## config.mk

```make
export PLATFORM = sky130hd
export DESIGN_NAME = mem_port_arbiter
export DESIGN_NICKNAME = d
export VERILOG_FILES = /design/src/rtl/mem_port_arbiter.sv
export SDC_FILE = /design/constraint.sdc
export NUM_CORES = 1
export LEC_CHECK = 0
export CORE_AREA = 2 2 115 117
export DETAILED_ROUTE_END_ITERATION = 8
export DIE_AREA = 0 0 117 119
export GPL_ROUTABILITY_DRIVEN = 0
export PLACE_DENSITY = 0.85
export SLEW_MARGIN = 10
export SYNTH_ARGS = -nofsm -noshare
export SYNTH_HDL_FRONTEND = slang
export SYNTH_SLANG_ARGS = --single-unit
export TNS_END_PERCENT = 1
```

## constraint.sdc

```tcl
create_clock -name clk -period 2.9 [get_ports clk]
set_input_delay 0.29 -clock clk [delete_from_list [all_inputs] [get_ports clk]]
set_output_delay 0.29 -clock clk [all_outputs]
set_load 0.1 [all_outputs]
```

## src/rtl/mem_port_arbiter.sv

```systemverilog
// mem_port_arbiter: shares one single-port memory between the instruction
// fetch (IF) and load/store (LS) requesters. Only one transaction is in flight
// at a time: accept in IDLE, strobe the memory in ISSUE, then wait MEM_LAT
// cycles. The read data is captured into a one-cycle response pulse for the
// requester that owned the transaction. LS normally has priority. A
// starvation counter forces an IF grant after STARVE_MAX LS wins.
module mem_port_arbiter #(
  parameter int ADDR_W     = 32,
  parameter int DATA_W     = 32,
  parameter int MEM_LAT    = 1,
  parameter int STARVE_MAX = 4
) (
  input  logic                clk,
  input  logic                rst,
  input  logic                if_req_valid,
  output logic                if_req_ready,
  input  logic [ADDR_W-1:0]   if_req_addr,
  output logic                if_rsp_valid,
  output logic [DATA_W-1:0]   if_rsp_data,
  input  logic                ls_req_valid,
  output logic                ls_req_ready,
  input  logic [ADDR_W-1:0]   ls_req_addr,
  input  logic                ls_req_we,
  input  logic [DATA_W-1:0]   ls_req_wdata,
  input  logic [DATA_W/8-1:0] ls_req_be,
  output logic                ls_rsp_valid,
  output logic [DATA_W-1:0]   ls_rsp_data,
  output logic                mem_en,
  output logic                mem_we,
  output logic [DATA_W/8-1:0] mem_be,
  output logic [ADDR_W-1:0]   mem_addr,
  output logic [DATA_W-1:0]   mem_wdata,
  input  logic [DATA_W-1:0]   mem_rdata,
  output logic                busy
);

  localparam int BE_W  = DATA_W / 8;
  localparam int CNT_W = $clog2(STARVE_MAX + 1);

  localparam logic [1:0] IDLE  = 2'd0;
  localparam logic [1:0] ISSUE = 2'd1;
  localparam logic [1:0] WAIT  = 2'd2;

  logic [1:0]        state_reg, state_next;
  logic [2:0]        wait_cnt_reg;
  logic [CNT_W-1:0]  starve_cnt_reg;
  logic              owner_ls_reg;
  logic              we_reg;
  logic [ADDR_W-1:0] addr_reg;
  logic [BE_W-1:0]   be_reg;
  logic [DATA_W-1:0] wdata_reg;
  logic              if_rsp_valid_reg, ls_rsp_valid_reg;
  logic [DATA_W-1:0] if_rsp_data_reg, ls_rsp_data_reg;

  logic idle, if_forced, grant_ls, grant_if;
  logic if_accept, ls_accept, last_wait;

  // Grant decision: LS wins ties unless IF has been starved for STARVE_MAX
  // LS grants. Ready is held low while rst is high so no request is accepted
  // by an edge that the reset will discard.
  assign idle      = (state_reg == IDLE);
  assign if_forced = if_req_valid && (starve_cnt_reg == CNT_W'(STARVE_MAX));
  assign grant_ls  = ls_req_valid && !if_forced;
  assign grant_if  = if_req_valid && !grant_ls;
  assign ls_accept = idle && !rst && grant_ls;
  assign if_accept = idle && !rst && grant_if;
  assign last_wait = (state_reg == WAIT) && (wait_cnt_reg == 3'd1);

  assign ls_req_ready = ls_accept;
  assign if_req_ready = if_accept;

  // Next-state logic for the IDLE -> ISSUE -> WAIT -> IDLE sequence.
  always_comb begin
    state_next = state_reg;
    case (state_reg)
      IDLE:    if (if_accept || ls_accept) state_next = ISSUE;
      ISSUE:   state_next = WAIT;
      WAIT:    if (last_wait) state_next = IDLE;
      default: state_next = IDLE;
    endcase
  end

  // State register and memory-latency countdown.
  always_ff @(posedge clk) begin
    if (rst) begin
      state_reg    <= IDLE;
      wait_cnt_reg <= 3'd0;
    end else begin
      state_reg <= state_next;
      if (state_reg == ISSUE)
        wait_cnt_reg <= 3'(MEM_LAT);
      else if (state_reg == WAIT)
        wait_cnt_reg <= wait_cnt_reg - 3'd1;
    end
  end

  // Starvation counter: counts LS wins while IF is waiting and clears on IF grant.
  always_ff @(posedge clk) begin
    if (rst)
      starve_cnt_reg <= '0;
    else if (if_accept)
      starve_cnt_reg <= '0;
    else if (ls_accept && if_req_valid && (starve_cnt_reg != CNT_W'(STARVE_MAX)))
      starve_cnt_reg <= starve_cnt_reg + CNT_W'(1);
  end

  // Capture the accepted request. The held values double as the mem_* outputs,
  // so they persist between accesses and only mem_en qualifies them.
  always_ff @(posedge clk) begin
    if (rst) begin
      owner_ls_reg <= 1'b0;
      we_reg       <= 1'b0;
      addr_reg     <= '0;
      be_reg       <= '0;
      wdata_reg    <= '0;
    end else if (ls_accept) begin
      owner_ls_reg <= 1'b1;
      we_reg       <= ls_req_we;
      addr_reg     <= ls_req_addr;
      be_reg       <= ls_req_be;
      wdata_reg    <= ls_req_wdata;
    end else if (if_accept) begin
      owner_ls_reg <= 1'b0;
      we_reg       <= 1'b0;
      addr_reg     <= if_req_addr;
      be_reg       <= '1;
      wdata_reg    <= '0;
    end
  end

  // Response: sample mem_rdata at the edge that ends the last WAIT cycle and
  // pulse the owner's valid for one cycle. Writes answer with zero data.
  always_ff @(posedge clk) begin
    if (rst) begin
      if_rsp_valid_reg <= 1'b0;
      ls_rsp_valid_reg <= 1'b0;
      if_rsp_data_reg  <= '0;
      ls_rsp_data_reg  <= '0;
    end else begin
      if_rsp_valid_reg <= 1'b0;
      ls_rsp_valid_reg <= 1'b0;
      if (last_wait) begin
        if (owner_ls_reg) begin
          ls_rsp_valid_reg <= 1'b1;
          ls_rsp_data_reg  <= we_reg ? '0 : mem_rdata;
        end else begin
          if_rsp_valid_reg <= 1'b1;
          if_rsp_data_reg  <= mem_rdata;
        end
      end
    end
  end

  assign if_rsp_valid = if_rsp_valid_reg;
  assign if_rsp_data  = if_rsp_data_reg;
  assign ls_rsp_valid = ls_rsp_valid_reg;
  assign ls_rsp_data  = ls_rsp_data_reg;
  assign mem_en       = (state_reg == ISSUE);
  assign mem_we       = we_reg;
  assign mem_be       = be_reg;
  assign mem_addr     = addr_reg;
  assign mem_wdata    = wdata_reg;
  assign busy         = !idle;

endmodule

```

# Yosys cells after proc, flatten, opt, wreduce, memory -nomap -nowiden
# Index checks and enable logic that the tools add are counted.
# totals
register_bits	144
input_bits	137
output_inout_bits	139
elab_cells	64
# classes
addsub	2
eq_ne	7
mux	17
n_bitwise	2
n_reduce_logical	23
# op_table
cell	count
$mux W32	5
$logic_and A1 B1 Y1	9
$mux W4	2
$mux W1	7
$pmux W2 S3	1
$reduce_and A2 Y1	3
$reduce_or A2 Y1	3
$logic_not A1 Y1	4
$mux W2	2
$reduce_bool A2 Y1	2
$add A3 B1 Y3 const B	1
$eq A3 B1 Y1 const B	1
$eq A3 B3 Y1 const B	1
$ne A3 B3 Y1 const B	1
$sub A3 B1 Y3 const B	1
$eq A2 B1 Y1 const B	1
$eq A2 B2 Y1 const B	1
$logic_not A2 Y1	1
$ne A2 B1 Y1 const B	1
$ne A2 B2 Y1 const B	1
$not A1 Y1	2
$logic_or A1 B1 Y1	1

# Logic depth before layout (Yosys ltp)
# logic_depth
ltp_word	10
ltp_mapped	9
ltp_nobuf	7

# Worst setup path before layout
# No wires, ideal clock.
# synth_timing
path_kind	flip-flop to flip-flop
start	reg state_reg[0]
end	reg addr_reg[23], in the netlist mem_addr[23]
arrival_ps	1762
slack_ps	1070
path_stages_with_launch	8
path_buffers	1
synth_period_minus_slack_ps	1830
path_cell_list	dfxtp_1 > inv_1 > ha_1 > nand3b_2 > nor2_2 > buf_2 > a222oi_1 > nor2_1
# synth_via
elab_chain_cells	4
# synth_rtl
element	line	text
start, declared	44	logic [1:0] state_reg, state_next;
start signal, assigned	89	state_reg <= state_next;
$logic_not A2 Y1	61	assign idle = (state_reg == IDLE);
$logic_and A1 B1 Y1 (2 in a row)	66	assign if_accept = idle && !rst && grant_if;
named net if_req_ready	16	output logic if_req_ready,
$reduce_bool A2 Y1 (no line)	--	
end signal, assigned	119	addr_reg <= ls_req_addr;
end signal, assigned	125	addr_reg <= if_req_addr;
end, declared	49	logic [ADDR_W-1:0] addr_reg;
# The timed path passes the listed nets, and every way through them passes these cells.
# A chain may end at the register's enable or synchronous reset.

# Worst setup path in the final report
# layout_timing
start	reg state_reg[0]
end	out ls_req_ready
# layout_via
elab_chain_cells	3
# layout_rtl
element	line	text
$logic_not A2 Y1	61	
$logic_and A1 B1 Y1 (2 in a row)	65	assign ls_accept = idle && !rst && grant_ls;
end, declared	21	output logic ls_req_ready,
# No other way between the ends.

==> metrics.md <==
| Metric | Value |
|---|---|
| Status | completed |
| Total Routing Usage GR | 0.227 |
| Critical path endpoint category | output port |
| Worst min path class | input pin to register |
| Ranking of synthesized cells by area | dfxtp_1 54%, nor2_1 6.7%, a21oi_1 6.2% |
| Peak VDD IR | 0.475 mV |
| Number of distinct library cells after synthesis | 37 |
| CP Max Fanout | 67 |
| Core ar. | 0.0129 sq mm |
| Slew HR | 0.393 |
| H-tree levels | 4 |
| Critical Path Source Type | register |
| Pwr Density | 823 mW/mm^2 |
| FF+latch count, synth | 144 |
| Avg WL per Cell | 15.7 um |
| Ports | 276 |
| Clk sinks | 144 |
| Longest Clk Path Bufs | 2 |
| Synth Instances | 579 |
| Initial Utilization | 0.416 |
| Die Area | 0.0139 sq mm |
| Async set-or-reset flop fraction in the synthesized netlist | 0 |
| Clk Tree Root Cell | clkbuf_16 |
| Mapped Avg Cell Area | 9.24 sq um |
| Final worst hold slack | 0.345 ns |
| First-pass GRT wire length | 24700 um |
| Top_reg_cell synth | dfxtp_1 |
| Vias in the first global route | 5026 |
| # Max-Cap Violations | 0 |
| Largest area contributor in the synthesized netlist | dfxtp_1 |
| Seq/Total Area, Yosys | 0.539 |
| F_max | 0.398 GHz |
| Top cell type's share of synthesized area | 0.539 |
| Pre-antenna DRT Iters | 8 |
| First DRT Iteration DRCs | 506 |
| Fill count | 1073 |
| CP Data Arrival Time | 2.22 ns |
| Slew at the pin with the worst max-slew slack | 0.906 ns |
| DRC Markers | 0 |
| Leak | 3.42 nW |
| Synth Cell Area | 0.00535 sq mm |
| Final WL | 16000 um |
| Largest net degree at the start of global routing | 77 |
| Initial antenna violation count | 0 |
| EDFF count, synth | 0 |
| Period Utilization, post-route | 0.867 |
| Setup Crit Path Kind | register to output port |
| Vias per Instance | 5.16 |
| Switching share of total power | 0.379 |
| Layout Nets | 976 |
| CTS tree | done |
| Worst skew pair latency | 0.42 ns |
| Mapped Nets | 724 |
| Area added between synthesis and finish | 58.4% |
| Sequential Power Share | 0.322 |
| Commonest cells in the synthesized netlist | 144 x dfxtp_1, 95 x nor2_1, 72 x nand2_1 |
| Min Tclk post-route | 2.51 ns |
| Clk network pwr share | 0.346 |
| RSZ-0062 raised after global routing | false |
| Int Pwr | 4.33 mW |
| Share of cells above drive strength 1 | 0.239 |
| Final setup viols | 0 |
| Total CTS buffers | 17 |
| Clock slew at reported path FFs | 0.06 ns |
| Final hold vios | 0 |
| Count leader, synth | dfxtp_1 |
| Post-cts resize count | 0 |
| Port Buffers | 275 |
| ANT cells | 0 |
| Total number of vias | 5259 |
| Required time at the worst-slack endpoint | 2.61 ns |
| Logic pwr share | 0.332 |
| Die Height | 119 um |
| Die width | 117 um |
| DP Wirelength | 11000 um |
| GRT overflow | 0 |
| Post-CTS setup buffer count | 0 |
| Number of core rows | 42 |
| Setup_tns | 0 ns |
| Net Sw Power | 2.64 mW |
| Post-CTS Hold Fix Bufs | 0 |
| Warnings from Yosys | 0 |
| Slew Limit Fails | 0 |
| Remaining antenna violation count | 0 |
| Clk_skew | 0.00790 ns |
==> logic make-up after synthesis <==
family / share of synthesized area
fa+ha+maj: 0.0187
compound gates: 0.187
buf+inv: 0.0557
mux: 0.00374
simple gates: 0.193
xor+xnor: 0.00327
flops: 0.539
==> cell type report <==
type,instances,area [sq um],share of cell area
clock buffer,17,425,0.0502
multi-input combinational,376,2180,0.257
inverter,9,36.3,0.00428
clock inverter,15,230,0.0272
sequential,144,2880,0.340
tap,176,220,0.0260
timing repair buffer,283,2500,0.295
==> layer usage <==
metal	vias up	track usage	routed length (um)
met3	35	0.0697	1340
met5	-	0	0
met4	0	0.111	530
li1	2546	-	-
met1	2426	0.252	5980
met2	252	0.388	8180
==> layout by cell type (no fill, tap or decap), drive strengths merged <==
| master | Yosys | final |
|---|---|---|
| a21boi | 1 | 1 |
| a2111oi | 1 | 1 |
| a222oi | 32 | 32 |
| a31o | 1 | 1 |
| nand4 | 1 | 1 |
| nand3b | 2 | 2 |
| nor3 | 3 | 3 |
| and2b | 1 | 1 |
| or2 | 1 | 1 |
| o21a | 1 | 1 |
| clkinvlp | 0 | 3 |
| nor3b | 33 | 33 |
| xor2 | 1 | 1 |
| o21ai | 2 | 2 |
| clkdlybuf4s50 | 0 | 135 |
| o221a | 4 | 4 |
| dfxtp | 144 | 144 |
| ha | 8 | 8 |
| clkinv | 1 | 3 |
| a21oi | 66 | 66 |
| bufinv | 0 | 5 |
| xnor2 | 1 | 1 |
| inv | 8 | 13 |
| or3 | 1 | 1 |
| buf | 26 | 148 |
| clkbuf | 24 | 17 |
| nand2 | 72 | 72 |
| nand3 | 2 | 2 |
| mux2i | 2 | 2 |
| nor2 | 104 | 104 |
| nand4b | 1 | 1 |
| a22oi | 34 | 34 |
| nand2b | 1 | 1 |
==> critical path, cell delays in order (launching register included) <==
cell     delay, ns
dfxtp_1       0.32
inv_1         0.10
ha_1          0.24
and2b_4       0.23
nand3_4       0.11
inv_4         0.54
buf_12        0.26
==> power groups by stage <==
stage	sequential, mW	combinational, mW	clock (mW)
after floorplan	3.21	0.809	0
after detailed placement	2.28	2.31	0
after global placement	2.28	2.30	0
final	2.25	2.31	2.41
after CTS	2.24	2.32	2.46
after global routing	2.26	2.42	2.55
==> final timing paths <==
path                         from         endpoint  slack [ns]  depth (start not counted)
setup / recovery     state_reg[0]     ls_req_ready        0.39                          6
hold / removal                rst     owner_ls_reg        0.35                          3
setup reg to reg     state_reg[0]      mem_addr[9]        0.90                          7
hold reg to reg   if_rsp_data[26]  if_rsp_data[26]        0.45                          2
==> metrics by stage <==
| step | power (mW) | area, sq um | std cells | utilization | setup WS [ns] |
|---|---|---|---|---|---|
| after floorplan | 4.02 | 5350 | 579 | - | 1.07 |
| after detailed placement | 4.59 | 7820 | 988 | 0.607 | 0.668 |
| after global routing | 7.24 | 8470 | 1020 | 0.658 | 0.276 |
| final | 6.97 | 8470 | 1020 | 0.658 | 0.385 |
| after global placement | 4.58 | 7820 | 988 | 0.607 | 0.672 |
| after CTS | 7.02 | 8470 | 1020 | 0.658 | 0.364 |
No activity file was read; power rests on OpenSTA's default activity.
